<file path="src/rtl/msu_pkg.sv">
// Shared state encoding and sector geometry for the MSU sector responder.
package msu_pkg;

    typedef enum logic [2:0] {
        ST_IDLE,
        ST_ACKDLY,
        ST_FETCH,
        ST_WRITE,
        ST_DONE
    } msu_state_e;

    localparam int SECTOR_BYTES = 512;
    localparam int OFFSET_W     = 41;

endpackage

</file>
<file path="src/rtl/msu_sd_word_fetch.sv">
// Fetches one sector word: compares the byte offset against the image size,
// masks the odd-size tail byte and runs the backing-memory read handshake.
module msu_sd_word_fetch
    import msu_pkg::*;
#(
    parameter int WORDS_PER_SECTOR = 256,
    parameter int MEM_AW           = 24,
    localparam int WW              = (WORDS_PER_SECTOR > 1) ? $clog2(WORDS_PER_SECTOR) : 1
) (
    input  logic              start_i,
    input  logic [31:0]       lba_i,
    input  logic [WW-1:0]     w_i,
    input  logic [31:0]       size_i,
    output logic              done_o,
    output logic [15:0]       word_o,
    output logic [MEM_AW-1:0] mem_addr_o,
    output logic              mem_rd_o,
    input  logic              mem_ready_i,
    input  logic [15:0]       mem_dout_i
);

    logic [OFFSET_W-1:0] offset;
    logic [OFFSET_W-1:0] offset_end;
    logic [OFFSET_W-1:0] size_ext;
    logic                in_range;
    logic                tail;
    logic                need_mem;
    logic [MEM_AW-1:0]   word_addr;

    always_comb begin
        offset     = OFFSET_W'(lba_i) * OFFSET_W'(SECTOR_BYTES) + (OFFSET_W'(w_i) << 1);
        offset_end = offset + OFFSET_W'(1);
        size_ext   = OFFSET_W'(size_i);
        in_range   = offset_end < size_ext;
        tail       = offset_end == size_ext;
        need_mem   = in_range | tail;

        // Truncating casts give the LBA wrap for free: the address is taken modulo 2^MEM_AW.
        word_addr  = MEM_AW'(lba_i) * MEM_AW'(WORDS_PER_SECTOR) + MEM_AW'(w_i);

        mem_rd_o   = start_i & need_mem;
        mem_addr_o = mem_rd_o ? word_addr : '0;
        done_o     = start_i & (~need_mem | mem_ready_i);

        if (in_range) begin
            word_o = mem_dout_i;
        end else if (tail) begin
            word_o = {8'h00, mem_dout_i[7:0]};
        end else begin
            word_o = 16'h0000;
        end
    end

endmodule

</file>
<file path="src/rtl/msu_sd_responder.sv">
// Target side of the MSU sector-read handshake: serves 512-byte sectors of a
// mounted image from a word-wide backing memory, one write strobe per word.
module msu_sd_responder
    import msu_pkg::*;
#(
    parameter int WORDS_PER_SECTOR = 256,
    parameter int ACK_DELAY        = 4,
    parameter int MEM_AW           = 24
) (
    input  logic              clk,
    input  logic              reset_n,
    input  logic              img_mounted,
    input  logic [31:0]       img_size,
    input  logic [31:0]       sd_lba,
    input  logic              sd_rd,
    output logic              sd_ack,
    output logic [7:0]        sd_buff_addr,
    output logic [15:0]       sd_buff_dout,
    output logic              sd_buff_wr,
    output logic [MEM_AW-1:0] mem_addr,
    output logic              mem_rd,
    input  logic              mem_ready,
    input  logic [15:0]       mem_dout,
    output logic [15:0]       sectors_served
);

    localparam int WW = (WORDS_PER_SECTOR > 1) ? $clog2(WORDS_PER_SECTOR) : 1;
    localparam int DW = (ACK_DELAY > 0) ? $clog2(ACK_DELAY + 1) : 1;
    localparam logic [WW-1:0] LAST_W = WW'(WORDS_PER_SECTOR - 1);

    msu_state_e    state_q, state_d;
    logic [31:0]   size_q, size_d;
    logic [31:0]   lba_q, lba_d;
    logic [WW-1:0] w_q, w_d;
    logic [DW-1:0] dly_q, dly_d;
    logic          ack_q, ack_d;
    logic [15:0]   word_q, word_d;
    logic [15:0]   served_q, served_d;

    logic          fetch_start;
    logic          fetch_done;
    logic [15:0]   fetch_word;

    assign fetch_start = (state_q == ST_FETCH);

    msu_sd_word_fetch #(
        .WORDS_PER_SECTOR (WORDS_PER_SECTOR),
        .MEM_AW           (MEM_AW)
    ) u_fetch (
        .start_i     (fetch_start),
        .lba_i       (lba_q),
        .w_i         (w_q),
        .size_i      (size_q),
        .done_o      (fetch_done),
        .word_o      (fetch_word),
        .mem_addr_o  (mem_addr),
        .mem_rd_o    (mem_rd),
        .mem_ready_i (mem_ready),
        .mem_dout_i  (mem_dout)
    );

    always_ff @(posedge clk or negedge reset_n) begin
        if (!reset_n) begin
            state_q  <= ST_IDLE;
            size_q   <= '0;
            lba_q    <= '0;
            w_q      <= '0;
            dly_q    <= '0;
            ack_q    <= 1'b0;
            word_q   <= '0;
            served_q <= '0;
        end else begin
            state_q  <= state_d;
            size_q   <= size_d;
            lba_q    <= lba_d;
            w_q      <= w_d;
            dly_q    <= dly_d;
            ack_q    <= ack_d;
            word_q   <= word_d;
            served_q <= served_d;
        end
    end

    always_comb begin
        state_d  = state_q;
        size_d   = size_q;
        lba_d    = lba_q;
        w_d      = w_q;
        dly_d    = dly_q;
        ack_d    = ack_q;
        word_d   = word_q;
        served_d = served_q;

        case (state_q)
            ST_IDLE: begin
                if (sd_rd && (size_q != 32'd0)) begin
                    lba_d   = sd_lba;
                    w_d     = '0;
                    dly_d   = DW'(ACK_DELAY);
                    state_d = ST_ACKDLY;
                end
            end
            ST_ACKDLY: begin
                if (dly_q == '0) begin
                    ack_d   = 1'b1;
                    state_d = ST_FETCH;
                end else begin
                    dly_d = dly_q - DW'(1);
                end
            end
            ST_FETCH: begin
                if (fetch_done) begin
                    word_d  = fetch_word;
                    state_d = ST_WRITE;
                end
            end
            ST_WRITE: begin
                if (w_q == LAST_W) begin
                    ack_d    = 1'b0;
                    served_d = served_q + 16'd1;
                    state_d  = ST_DONE;
                end else begin
                    w_d     = w_q + WW'(1);
                    state_d = ST_FETCH;
                end
            end
            ST_DONE: begin
                // Hold here until the requester releases sd_rd so each sector needs a fresh request.
                if (!sd_rd) begin
                    state_d = ST_IDLE;
                end
            end
            default: state_d = ST_IDLE;
        endcase

        if (img_mounted) begin
            size_d   = img_size;
            state_d  = ST_IDLE;
            ack_d    = 1'b0;
            served_d = served_q;
        end
    end

    generate
        if (WW >= 8) begin : g_addr_wide
            assign sd_buff_addr = w_q[7:0];
        end else begin : g_addr_narrow
            assign sd_buff_addr = {{(8 - WW){1'b0}}, w_q};
        end
    endgenerate

    assign sd_ack         = ack_q;
    assign sd_buff_wr     = (state_q == ST_WRITE);
    assign sd_buff_dout   = word_q;
    assign sectors_served = served_q;

endmodule

</file>
<file path="config.mk">
export PLATFORM = sky130hd
export DESIGN_NAME = msu_sd_responder
export DESIGN_NICKNAME = d
export VERILOG_FILES = /design/src/rtl/msu_pkg.sv /design/src/rtl/msu_sd_word_fetch.sv /design/src/rtl/msu_sd_responder.sv
export SDC_FILE = /design/constraint.sdc
export NUM_CORES = 1
export LEC_CHECK = 0
export ABC_AREA = 1
export BUFFER_PORTS_ARGS = -buffer_cell sky130_fd_sc_hd__buf_4
export CAP_MARGIN = 15
export CORE_UTILIZATION = 35
export DETAILED_ROUTE_END_ITERATION = 12
export GPL_TIMING_DRIVEN = 0
export PLACE_DENSITY = 0.7
export RECOVER_POWER = 100
export SLEW_MARGIN = 20
export SYNTH_ARGS = -nofsm -noshare
export SYNTH_HDL_FRONTEND = slang
export SYNTH_SLANG_ARGS = --single-unit
export TNS_END_PERCENT = 5
</file>
<file path="constraint.sdc">
create_clock -name clk -period 1.8 [get_ports clk]
set_input_delay 0.09 -clock clk [delete_from_list [all_inputs] [get_ports clk]]
set_output_delay 0.09 -clock clk [all_outputs]
set_load 0.05 [all_outputs]
</file>
# After elaboration in Yosys (flattened, before gate mapping)
# Cells that the tools add are included.
[totals] word_cells=69 out_inout_bits=67 ff_bits=111 inputBits=85
[classes] n_mux=20 n_reduce_logical=14 bitwise_logic=6 n_addsub=6 n_eq_ne=14 magnitude_cmp=1
[op_table] op="adder 41 x 1 -> 41 bit, second input constant" n=1
[op_table] op="adder 41 x 9 -> 41 bit" n=1
[op_table] op="equality test 41 x 32 -> 1 bit" n=1
[op_table] op="< comparator 41 x 32 -> 1 bit" n=1
[op_table] op="nonzero test 32 bit" n=1
[op_table] op="adder 24 x 8 -> 24 bit" n=1
[op_table] op="2-to-1 mux 24 bit" n=1
[op_table] op="2-to-1 mux 3 bit" n=8
[op_table] op="2-to-1 mux 8 bit" n=3
[op_table] op="adder 16 x 1 -> 16 bit, second input constant" n=1
[op_table] op="2-to-1 mux 16 bit" n=1
[op_table] op="one-hot mux 8 bit (2 select lines)" n=1
[op_table] op="one-hot mux 3 bit (5 select lines)" n=1
[op_table] op="inequality test 3 bit, second input constant" n=4
[op_table] op="AND reduction 3 bit" n=4
[op_table] op="adder 8 x 1 -> 8 bit, second input constant" n=1
[op_table] op="equality test 8 bit, second input constant" n=1
[op_table] op="equality test 3 x 2 -> 1 bit, second input constant" n=2
[op_table] op="logical NOT 3 bit" n=2
[op_table] op="inequality test 2 bit, second input constant" n=3
[op_table] op="one-hot mux 3 bit (2 select lines)" n=1
[op_table] op="AND reduction 2 bit" n=2
[op_table] op="AND reduction 4 bit" n=1
[op_table] op="nonzero test 2 bit" n=2
[op_table] op="11 further kinds" n=16

# Logic depth before layout (Yosys ltp)
# Gate-level depths: netlist of run 1.
[depth] depth_word=10 mapped_depth=18 depth_no_buf=17

# Hierarchy
# From an unflattened synthesis of run 1, not the netlist that was laid out.
[hier_totals] hier_cells=815 area_unflattened_um2=6414.9
[modules_own_cells] module="msu_sd_responder" area_per_inst_um2=4879.7 instances=1 cells_each=545
[modules_own_cells] module="msu_sd_word_fetch" area_per_inst_um2=1535.2 instances=1 cells_each=270

# Worst setup path after synthesis of run 1
# OpenSTA, ideal clock, no wires.
[synth_path] kind="register to output" from="reg w_q[7], in the netlist sd_buff_addr[7]" to="out mem_addr[14]" path_buffers=1 setup_slack_ns=-0.854 stages_incl_launch_ff=11 arrival_ns=2.564 path_cell_list="dfrtp_1 ha_1 a21o_1 nor2_1 nand3_1 nand3_1 nand3_1 nand2_1 nand2_2 buf_2 nor2_1"
[synth_between] elab_chain_cells=6
[synth_lines] item="from (decl)" line_no="msu_sd_responder.sv:34" text="logic [WW-1:0] w_q, w_d;"
[synth_lines] item="from (signal assigned)" line_no="msu_sd_responder.sv:76" text="w_q <= w_d;"
[synth_lines] item="adder 41 x 9 -> 41 bit" line_no="msu_sd_word_fetch.sv:31" text="offset = OFFSET_W'(lba_i) * OFFSET_W'(SECTOR_BYTES) + (OFFSET_W'(w_i) << 1);"
[synth_lines] item="adder 41 x 1 -> 41 bit" line_no="msu_sd_word_fetch.sv:32" text="offset_end = offset + OFFSET_W'(1);"
[synth_lines] item="< comparator 41 x 32 -> 1 bit / equality test 41 x 32 -> 1 bit (equally long branches)" line_no="msu_sd_word_fetch.sv:34, msu_sd_word_fetch.sv:35"
[synth_lines] item="bitwise OR 1 bit" line_no="msu_sd_word_fetch.sv:36" text="need_mem = in_range | tail;"
[synth_lines] item="bitwise AND 1 bit" line_no="msu_sd_word_fetch.sv:41" text="mem_rd_o = start_i & need_mem;"
[synth_lines] item="2-to-1 mux 24 bit (*)" line_no="msu_sd_word_fetch.sv:42" text="mem_addr_o = mem_rd_o ? word_addr : '0;"
[synth_lines] item="to (decl)" line_no="msu_sd_responder.sv:20" text="output logic [MEM_AW-1:0] mem_addr,"
# Every way passes the cells marked *; elsewhere a longest branch is shown, timed or not.

# Worst setup path after layout of run 1
[layout_path] from="reg lba_q[20]" to="out mem_addr[15]"
[layout_between] elab_chain_cells=6
[layout_lines] item="from (decl)" line_no="msu_sd_responder.sv:33" text="logic [31:0] lba_q, lba_d;"
[layout_lines] item="from (signal assigned)" line_no="msu_sd_responder.sv:75" text="lba_q <= lba_d;"
[layout_lines] item="adder 41 x 9 -> 41 bit (*)" line_no="msu_sd_word_fetch.sv:31"
[layout_lines] item="adder 41 x 1 -> 41 bit (*)" line_no="msu_sd_word_fetch.sv:32"
[layout_lines] item="< comparator 41 x 32 -> 1 bit / equality test 41 x 32 -> 1 bit (equally long branches)" line_no="msu_sd_word_fetch.sv:34, msu_sd_word_fetch.sv:35"
[layout_lines] item="bitwise OR 1 bit (*)" line_no="msu_sd_word_fetch.sv:36"
[layout_lines] item="bitwise AND 1 bit (*)" line_no="msu_sd_word_fetch.sv:41"
[layout_lines] item="2-to-1 mux 24 bit (*)" line_no="msu_sd_word_fetch.sv:42"
# Marked as above.

==> results by stage, run 1 <==
Synthesis:
- After synthesis the cells add up to 5767 um^2.
- The average footprint of a synthesized cell is 8.227 um^2.
- Among all flip-flop cells after synthesis, the most frequent one is sky130_fd_sc_hd__dfrtp_1.
- The share of the Yosys chip area taken by registers is 0.4817.
- The number of cells produced by synthesis is 701.
- The post-synthesis cell type count is 37.
- Yosys mapped a number of flops with a built-in enable equal to 0.
- The flip-flop and latch count after synthesis is 111.
- During synthesis, Yosys emitted a total of 0 warnings.
- The proportion of register bits with asynchronous set or reset after synthesis is 1.000.
- The post-synth net total is 821.

Global route:
- met2 is the most crowded layer.
- The met3 track utilization from global routing is 0.04633.
- Entering global routing, the biggest net connects 65 pins.
- For this run, the total global-route usage over all layers was measured as 0.2006.
- The met2 track utilization from global routing is 0.3389.
- The final global-route overflow total is 0.
- The first global-routing pass estimated 25930 um of wire.
- The number of antenna violations at the first check in global routing is 0.
- The met1 demand-to-capacity share in global routing is 0.2533.
- The via count of the first global-routing pass was 5260.

Timing:
- Based on the critical path, the design can be clocked at up to 390.8 MHz.
- The number of hold violations in the final report was 0.
- Setup repair after global routing could not meet its margin everywhere.
- The number of slew-limit violations in the final report is 0.
- After layout, the minimum clock period comes to 2559 ps.
- The worst-case clock skew is 10.02 ps.
- The worst pin sits at a relative slew slack of 0.1608.
- The final setup violation count is 82.
- The transition time at the pin with the least slew margin is 1259 ps.
- In the post-route analysis, the smallest setup slack over all paths is -758.7 ps.
- Of the available clock period, the critical path in the final layout requires 1.422.

Placement:
- The wire-length estimate of the detail-placed layout is 11150 um.
- Routability-driven placement finished with a final weighted congestion of 0.8687.
- The count of buffers added on input and output ports is 151.
- In this run the cell area measured after placement is 7468 um^2.

Clock tree:
- The clock net sink count is 111.
- The maximum number of buffers from clock root to sink is 2.
- The CTS tree is done.
- Clock tree synthesis inserted a total of 9 buffers.
- The clock latency at the later pin of the worst-skew pair is 360 ps.
- The H-tree was split into 3 levels.
- The cell chosen for the clock root is sky130_fd_sc_hd__clkbuf_16.
- Clock-pin slew was measured on the worst setup and hold paths at 80 ps.

Worst setup path:
- The reg-to-reg critical path endpoint is sd_buff_dout[8].
- The critical path in this run is classified as reg -> out.
- In this run the critical register-to-register path is launched from lba_q[20].
- The number of buffers and inverters on the critical path is 4.
- The critical path capture point type is a primary output.
- STA classifies the critical path startpoint as a flop.
- The data arrival at the endpoint of the critical path is 2470 ps.
- In this design, the largest share of critical-path delay is due to simple AND/OR/NAND/NOR gates.
- The cell with the largest stage delay on the worst path is sky130_fd_sc_hd__dfrtp_1.
- The required time of the critical path is 1710 ps.
- The maximum fanout along the worst path is 5.
- The signal on the critical path passes through ha_1 > nand2_2 > inv_1 > nand2_1 > nor2_1 > nand2_1 > nor2_4 > nand3_4 > nand3_4 > nand2_4 > nand2_8 > buf_12 > buf_16 > nor2_4 > buf_6.
- The number of cells on the worst reg-to-reg path is 15.
- For this run, the slowest stage of the critical path takes 410 ps.
- The reg-to-reg setup timing slack is -600 ps.

Power:
- The worst-case IR drop observed on VDD is 0.5333 mV.
- The power density relative to cell area is 1007 nW/um^2.
- Summed over all cells, the static leakage comes to 0.004504 uW.

Floorplan:
- For this configuration, the core starts out at a cell density of 0.3604.
- The die height is 130.4 um.
- The die is 130.4 um wide.
- In this run the standard cell core region covers 16000 um^2.
- In this run the core area contains 46 standard-cell rows.
- 152 I/O pins were placed.
- The die covers 16990 um^2.

Finish:
- After routing the design area is 9176 um^2.
- Leaving out fill and tap cells, the most frequent cell in the layout is sky130_fd_sc_hd__nand2_1.
- At the end of the flow, the number of nets in the layout was 1087.
- For this run, the share of the core covered by cells in the final layout is 0.5735.
- The area taken by flip-flops and latches is 2790 um^2.
- In the final layout, the share of cells above drive strength 1 is 0.3158.
- After filler insertion, the fill cell instance count of the layout stands at 1385.
- The number of antenna repair diodes is 0.
- The multi-input combinational cells in the finished layout cover a total of 3040 um^2.
- The library cells used most frequently in the layout, excluding fill and tap cells, are sky130_fd_sc_hd__nand2_1 (196), sky130_fd_sc_hd__buf_4 (150), sky130_fd_sc_hd__dfrtp_1 (103).
- The area growth from synthesis to layout is 59.12%.

Drt:
- The number of DRC violations after detailed-routing iteration 0 is 182.
- Across all layers, the routed design uses 5495 vias.
- The vias per cell is 4.625.
- The count of nets left with antenna violations once routing finished came out at 0.
- Wires add up to 16970 um.
- The remaining design rule violation count is 0.
- The first detailed-routing pass took 4 iterations.
- The detail-routed net length per standard cell is 14.28 um.

Worst hold path:
- The path with the worst hold slack has its endpoint at sd_buff_dout[13].
- In this run the most critical hold path is launched from mem_dout[13].
- The tightest min-delay check is of the in -> reg type.
- Counting instances, the worst hold path has a depth of 3.

Status:
- The flow ran to the end, but the final reports show violations.
- The checks that failed: negative setup slack.

Run:
- The tool flagged a number of max-cap violations equal to 0.
## timing repair
item,4_1_cts,5_1_grt
hold buffers,79,0
cloned,2,0
endpoints found under the setup margin,92,89
resized for setup,57,58
setup buffers,9,13
endpoints found under the hold margin,125,0
pin swaps,15,13
## layer usage
metal | routed length (um) | part of all wire | up-vias
met1 | 7444 | 0.44 | 2570
met4 | 363 | 0.021 | 0
met5 | 0 | 0 | -
met2 | 8577 | 0.51 | 144
met3 | 583 | 0.034 | 26
li1 | - | - | 2755
## worst register-to-register path: cells and delay by family (launching register included)
family,cells,cell delay [ps]
AND/OR/NAND/NOR,10,980
buffers and inverters,3,440
flip-flops,1,410
adder cells (fa/ha/maj),1,310
AO/OA/AOI/OAI,1,160
## where the power goes
| part | total [uW] | switching (uW) | internal, uW |
|---|---|---|---|
| combinational | 3710 | 2240 | 1470 |
| sequential | 3440 | 400 | 3040 |
| clock | 2090 | 958 | 1130 |
## sequential cells by signal (all words and copies together), names as in the netlist
register	count
dly_q	3
sd_buff_addr	8
sectors_served	16
lba_q	32
sd_ack	1
size_q	32
sd_buff_dout	16
state_q	3
## final cells by class
| type | instances | area share |
|---|---|---|
| plain buffers | 17 | 0.01295 |
| flip-flops and latches | 111 | 0.3041 |
| inverters | 96 | 0.04050 |
| well taps | 216 | 0.02945 |
| repair buffers | 255 | 0.2482 |
| multi-input cells | 477 | 0.3313 |
| clock inverters | 5 | 0.007090 |
| clock buffers | 11 | 0.02645 |
## how the worst max path moves through the flow
stage | to | from | cells past startpoint | slack (ps)
final | mem_addr[15] | lba_q[20] | 15 | -760
after global routing | mem_addr[22] | lba_q[20] | 14 | -860
after CTS | mem_addr[22] | lba_q[21] | 15 | -770
after detailed placement | sd_buff_dout[2] | size_q[12] | 17 | -640
after global placement | sd_buff_dout[2] | sd_buff_addr[7] | 11 | -620
after floorplan | sectors_served[13] | sd_buff_addr[0] | 11 | -280
## cell usage after synthesis (all sizes together), types with 8 or more instances
cell | instances | area [um^2]
a21oi | 12 | 60.06
nand2 | 212 | 810.8
dfrtp | 111 | 2778
xor2 | 13 | 113.9
o21ai | 73 | 365.3
ha | 35 | 437.9
nand3 | 15 | 105.1
nand4 | 21 | 146.4
clkbuf | 13 | 48.80
nor2 | 68 | 296.5
nor3 | 8 | 56.31
inv | 95 | 356.6
## logic make-up (layout without fill, tap and decap cells)
group	after synthesis	in the layout	synth area share
and+or+nand+nor	330	330	0.2521
buffers and inverters	113	384	0.07442
DFF	111	111	0.4817
AOI/OAI and AO/OA	92	92	0.08288
adders and majority gates	35	35	0.07594
xor gates and xnor gates	17	17	0.02712
muxes	3	3	0.005858
## stage by stage
| step | cells | hold WS [ps] | setup TNS [ps] | setup slack, ps | total power [uW] |
|---|---|---|---|---|---|
| floorplan | 701 | -205.6 | -10560 | -280.9 | 5459 |
| global placement | 1068 | 283.3 | -37430 | -618.2 | 6326 |
| detailed placement | 1069 | 58.50 | -39740 | -637.4 | 6415 |
| CTS | 1175 | 1.311 | -27920 | -773.3 | 8873 |
| global route | 1188 | 17.23 | -41070 | -861.1 | 9896 |
| finish | 1188 | 9.241 | -29810 | -758.7 | 9241 |
Power figures use the tool's default switching activity.
==> inputs of run 2 (changes only) <==
- SETUP_SLACK_MARGIN: default -> 0.2
==> results by stage, run 2 (same netlist as run 1, synthesis figures left out) <==
Drt:
- The met2 wirelength from detailed routing came to 8744 um (+1.9%).
- The remaining design rule violation count is 0 (unchanged).
- The total wirelength of the detailed-routed design is 17020 um (+0.32%).
- The count of nets left with antenna violations after detail routing is 0 (unchanged).
- The highest metal layer used by the detailed router is met4.
- The detail-routed net length per standard cell is 14.32 um (+0.24%).
- The number of vias in the routed layout is 5523 (+0.51%).
- The number of DRC violations after detailed-routing iteration 0 is 232 (+27%).
- The vias per cell is 4.645 (+0.43%).
- The met3 layer wire length in the routed design is 706 um (+21%).
- The number of iterations in the first detailed-routing pass came to 4 (unchanged).
- The wire length the detailed router placed on met1 was 7282 um (-2.2%).

Clock tree:
- The number of buffers created by CTS is 9 (unchanged).
- The tree is rooted in a sky130_fd_sc_hd__clkbuf_16.
- The clock latency at the later pin of the worst-skew pair was 360 ps (about the same).
- The CTS tree is done.
- The number of levels in the clock H-tree is 3 (unchanged).
- The clock net sink count is 111 (unchanged).
- The maximum number of buffers from clock root to sink came to 2 (unchanged).
- The CTS clock-pin slew for the worst setup and hold paths came to 80 ps (about the same).

Global route:
- The final global-route overflow total is 0 (unchanged).
- The via count of the first global-routing pass is 5325 (+1.2%).
- The largest net degree at the start of global routing is 65 (unchanged).
- The overall track demand over capacity in global routing is 0.2046 (+0.004021).
- The number of antenna violations at the first check in global routing is 0 (unchanged).
- The wire length of the first global-routing pass is 26470 um (+2.1%).

Timing:
- Setup repair after global routing could not meet its margin everywhere.
- The minimum clock period was 2532 ps (-26.60 ps).
- The transition time at the pin with the least slew margin is 1258 ps (-0.6067 ps).
- The worst relative slew slack came to 0.1612 (+0.0004050).
- The number of slew-limit violations in the final report is 0 (unchanged).
- The final setup violation count is 60 (-27%).
- The share of the cycle needed by the critical path after routing is 1.407 (-0.01478).
- The worst-case clock skew is 10.09 ps (+0.06390 ps).
- The maximum operating frequency was 394.9 MHz (+1.1%).
- The number of hold violations in the final report came to 0 (unchanged).
- The worst setup slack after layout came to -732.1 ps (+26.61 ps).

Worst setup path:
- The maximum fanout along the worst path is 5 (unchanged).
- The largest stage delay on the critical path is 450 ps (+40 ps).
- The cell that appears most often on the critical path is sky130_fd_sc_hd__nand2_1.
- The cell with the largest stage delay on the worst path is sky130_fd_sc_hd__dfrtp_2.
- Walking the worst path, the cells encountered are ha_1 > nand2_1 > inv_1 > nand2_1 > nand2_1 > nand2_1 > nand3_2 > nand3_4 > nand3_4 > nand2_4 > nand2_8 > buf_12 > buf_16 > nor2_4 > buf_6.
- The worst setup path is launched from a flop.
- The reg-to-reg critical path endpoint is sd_buff_dout[8].
- The path length in cells of the critical path was 15 (unchanged).
- The critical path capture point type is a primary output.
- The capturing instance or port of the critical path is mem_addr[15].
- The kind of critical path is reg -> out.
- The data arrival at the endpoint of the critical path is 2440 ps (-30 ps).
- The largest delay contributor family on the critical path is simple AND/OR/NAND/NOR gates.
- The worst reg2reg path depth is 15 (unchanged).
- The launching point of the worst reg2reg path is lba_q[21].
- The required time of the critical path came to 1710 ps (about the same).
- The total buffers and inverters traversed by the critical path is 4 (unchanged).
- The critical path starts at sd_buff_addr[2].
- The reg-to-reg setup timing slack is -570 ps (+30 ps).

Power:
- The net switching fraction of the power came to 0.3883 (-0.0009559).
- The register share of total power was 0.364 (-0.009).
- The power dissipated by switching net loads was 3675 uW (+2.2%).
- The fraction of power consumed by combinational cells is 0.415 (+0.014).
- The peak ir drop on the vdd network is 0.5427 mV (+1.8%).
- The reported leakage power is 0.004565 uW (+1.4%).
- The power density relative to cell area is 1015 nW/um^2 (+0.76%).
- The portion of total power attributed to the clock network is 0.221 (-0.005).
- The internal power component is 5789 uW (+2.6%).

Finish:
- The area growth from synthesis to layout is 61.73%.
- The largest registers in the layout are lba_q (32), size_q (32).
- The most frequent standard cell in the layout excluding fill and tap cells is sky130_fd_sc_hd__nand2_1.
- The share of final-layout standard cells stronger than drive strength 1 came to 0.3412 (+0.02537).
- The number of nets in the layout was 1088 (+0.092%).
- The final core utilization is 0.5829 (+0.009384).
- In the layout the commonest cells are sky130_fd_sc_hd__nand2_1 (178), sky130_fd_sc_hd__buf_4 (149), sky130_fd_sc_hd__dfrtp_1 (103).
- The fill cell instance count of the final layout came to 1380 (-0.36%).
- The number of antenna repair diodes was 0 (unchanged).
- The area of the multi-input gates was 3114 um^2 (+2.4%).
- The area taken by flip-flops and latches is 2790 um^2 (unchanged).

Placement:
- The last weighted congestion value of the routability-driven placer came to 0.8687 (unchanged).
- The HPWL reported at the end of detailed placement is 11150 um (unchanged).
- The number of buffer cells added on primary ports is 151 (unchanged).
- The worst setup timing slack at the placement stage is -637.4 ps (unchanged).

Status:
- The checks that failed: negative setup slack.
- The flow ran to the end, but the final reports show violations.

Floorplan:
- The die extent in x came to 130.4 um (unchanged).
- The row count is 46 (unchanged).
- The initial cell density of the core is 0.3604 (unchanged).
- The die height came to 130.4 um (unchanged).
- The area of the die is 16990 um^2 (unchanged).
- The placeable core area came to 16000 um^2 (unchanged).
- The top-level I/O count is 152 (unchanged).

Run:
- The number of maximum-capacitance violations is 0 (unchanged).

Worst hold path:
- The worst hold path belongs to the class in -> reg.
-- run 2: layout make-up --
class | count | area share
Buffer | 17 | 0.02039
Clock buffer | 11 | 0.02603
Clock inverter | 5 | 0.006976
Inverter | 96 | 0.04038
Multi-Input combinational cell | 477 | 0.3339
Sequential cell | 111 | 0.2992
Tap cell | 216 | 0.02898
Timing Repair Buffer | 256 | 0.2442
-- run 2: worst reg2reg max path, delay by kind of cell (launching register included) --
| family | cells | cell delay (ps) |
|---|---|---|
| flip-flops | 1 | 430 |
| buffers and inverters | 3 | 440 |
| adder cells (fa/ha/maj) | 1 | 290 |
| AO/OA/AOI/OAI | 1 | 160 |
| AND/OR/NAND/NOR | 10 | 960 |
-- run 2: per-layer routing --
layer	up-vias	global-route usage
met1	2609	0.2596
met3	20	0.04223
met5	-	0
met2	129	0.3504
li1	2765	-
met4	0	0.06153
-- run 2: repair_timing --
item / in CTS / in global routing
gates resized for setup: 97 / 57
hold endpoints to repair: 125 / 0
pin swaps: 34 / 19
gates cloned: 2 / 0
setup endpoints to repair: 100 / 102
hold buffers: 79 / 0
setup buffers: 9 / 14
-- run 2: how the worst min path moves through the flow --
stage | start | endpoint | slack [ps] | cells after the start
2_1_floorplan | reset_n | dly_q[0] | -210 | 0
5_1_grt | mem_dout[8] | sd_buff_dout[8] | 20 | 3
4_1_cts | mem_dout[13] | sd_buff_dout[13] | 1 | 3
3_5_place_dp | reset_n | sectors_served[13] | 60 | 1
3_3_place_gp | mem_dout[1] | sd_buff_dout[1] | 280 | 3
6_report | mem_dout[13] | sd_buff_dout[13] | 10 | 3
-- run 2: stage by stage --
step / instances / power, uW / hold slack (ps) / cell area [um^2] / TNS, ps
4_1_cts: 1175 / 9089 / 1.311 / 9040 / -27910
6_report: 1189 / 9464 / 10.24 / 9326 / -26260
5_1_grt: 1189 / 10120 / 19.32 / 9326 / -37930
2_1_floorplan: 701 / 5459 / -205.6 / 6033 / -10560
3_3_place_gp: 1068 / 6326 / 283.3 / 7437 / -37430
3_5_place_dp: 1069 / 6415 / 58.50 / 7468 / -39740
-- run 2: power groups by stage --
stage	Sequential [uW]	Combinational, uW	Clock, uW
after detailed placement	3440	2970	0
after global placement	3430	2900	0
after global routing	3510	4380	2240
final	3450	3930	2090
after floorplan	3640	1810	0
after CTS	3410	3530	2150
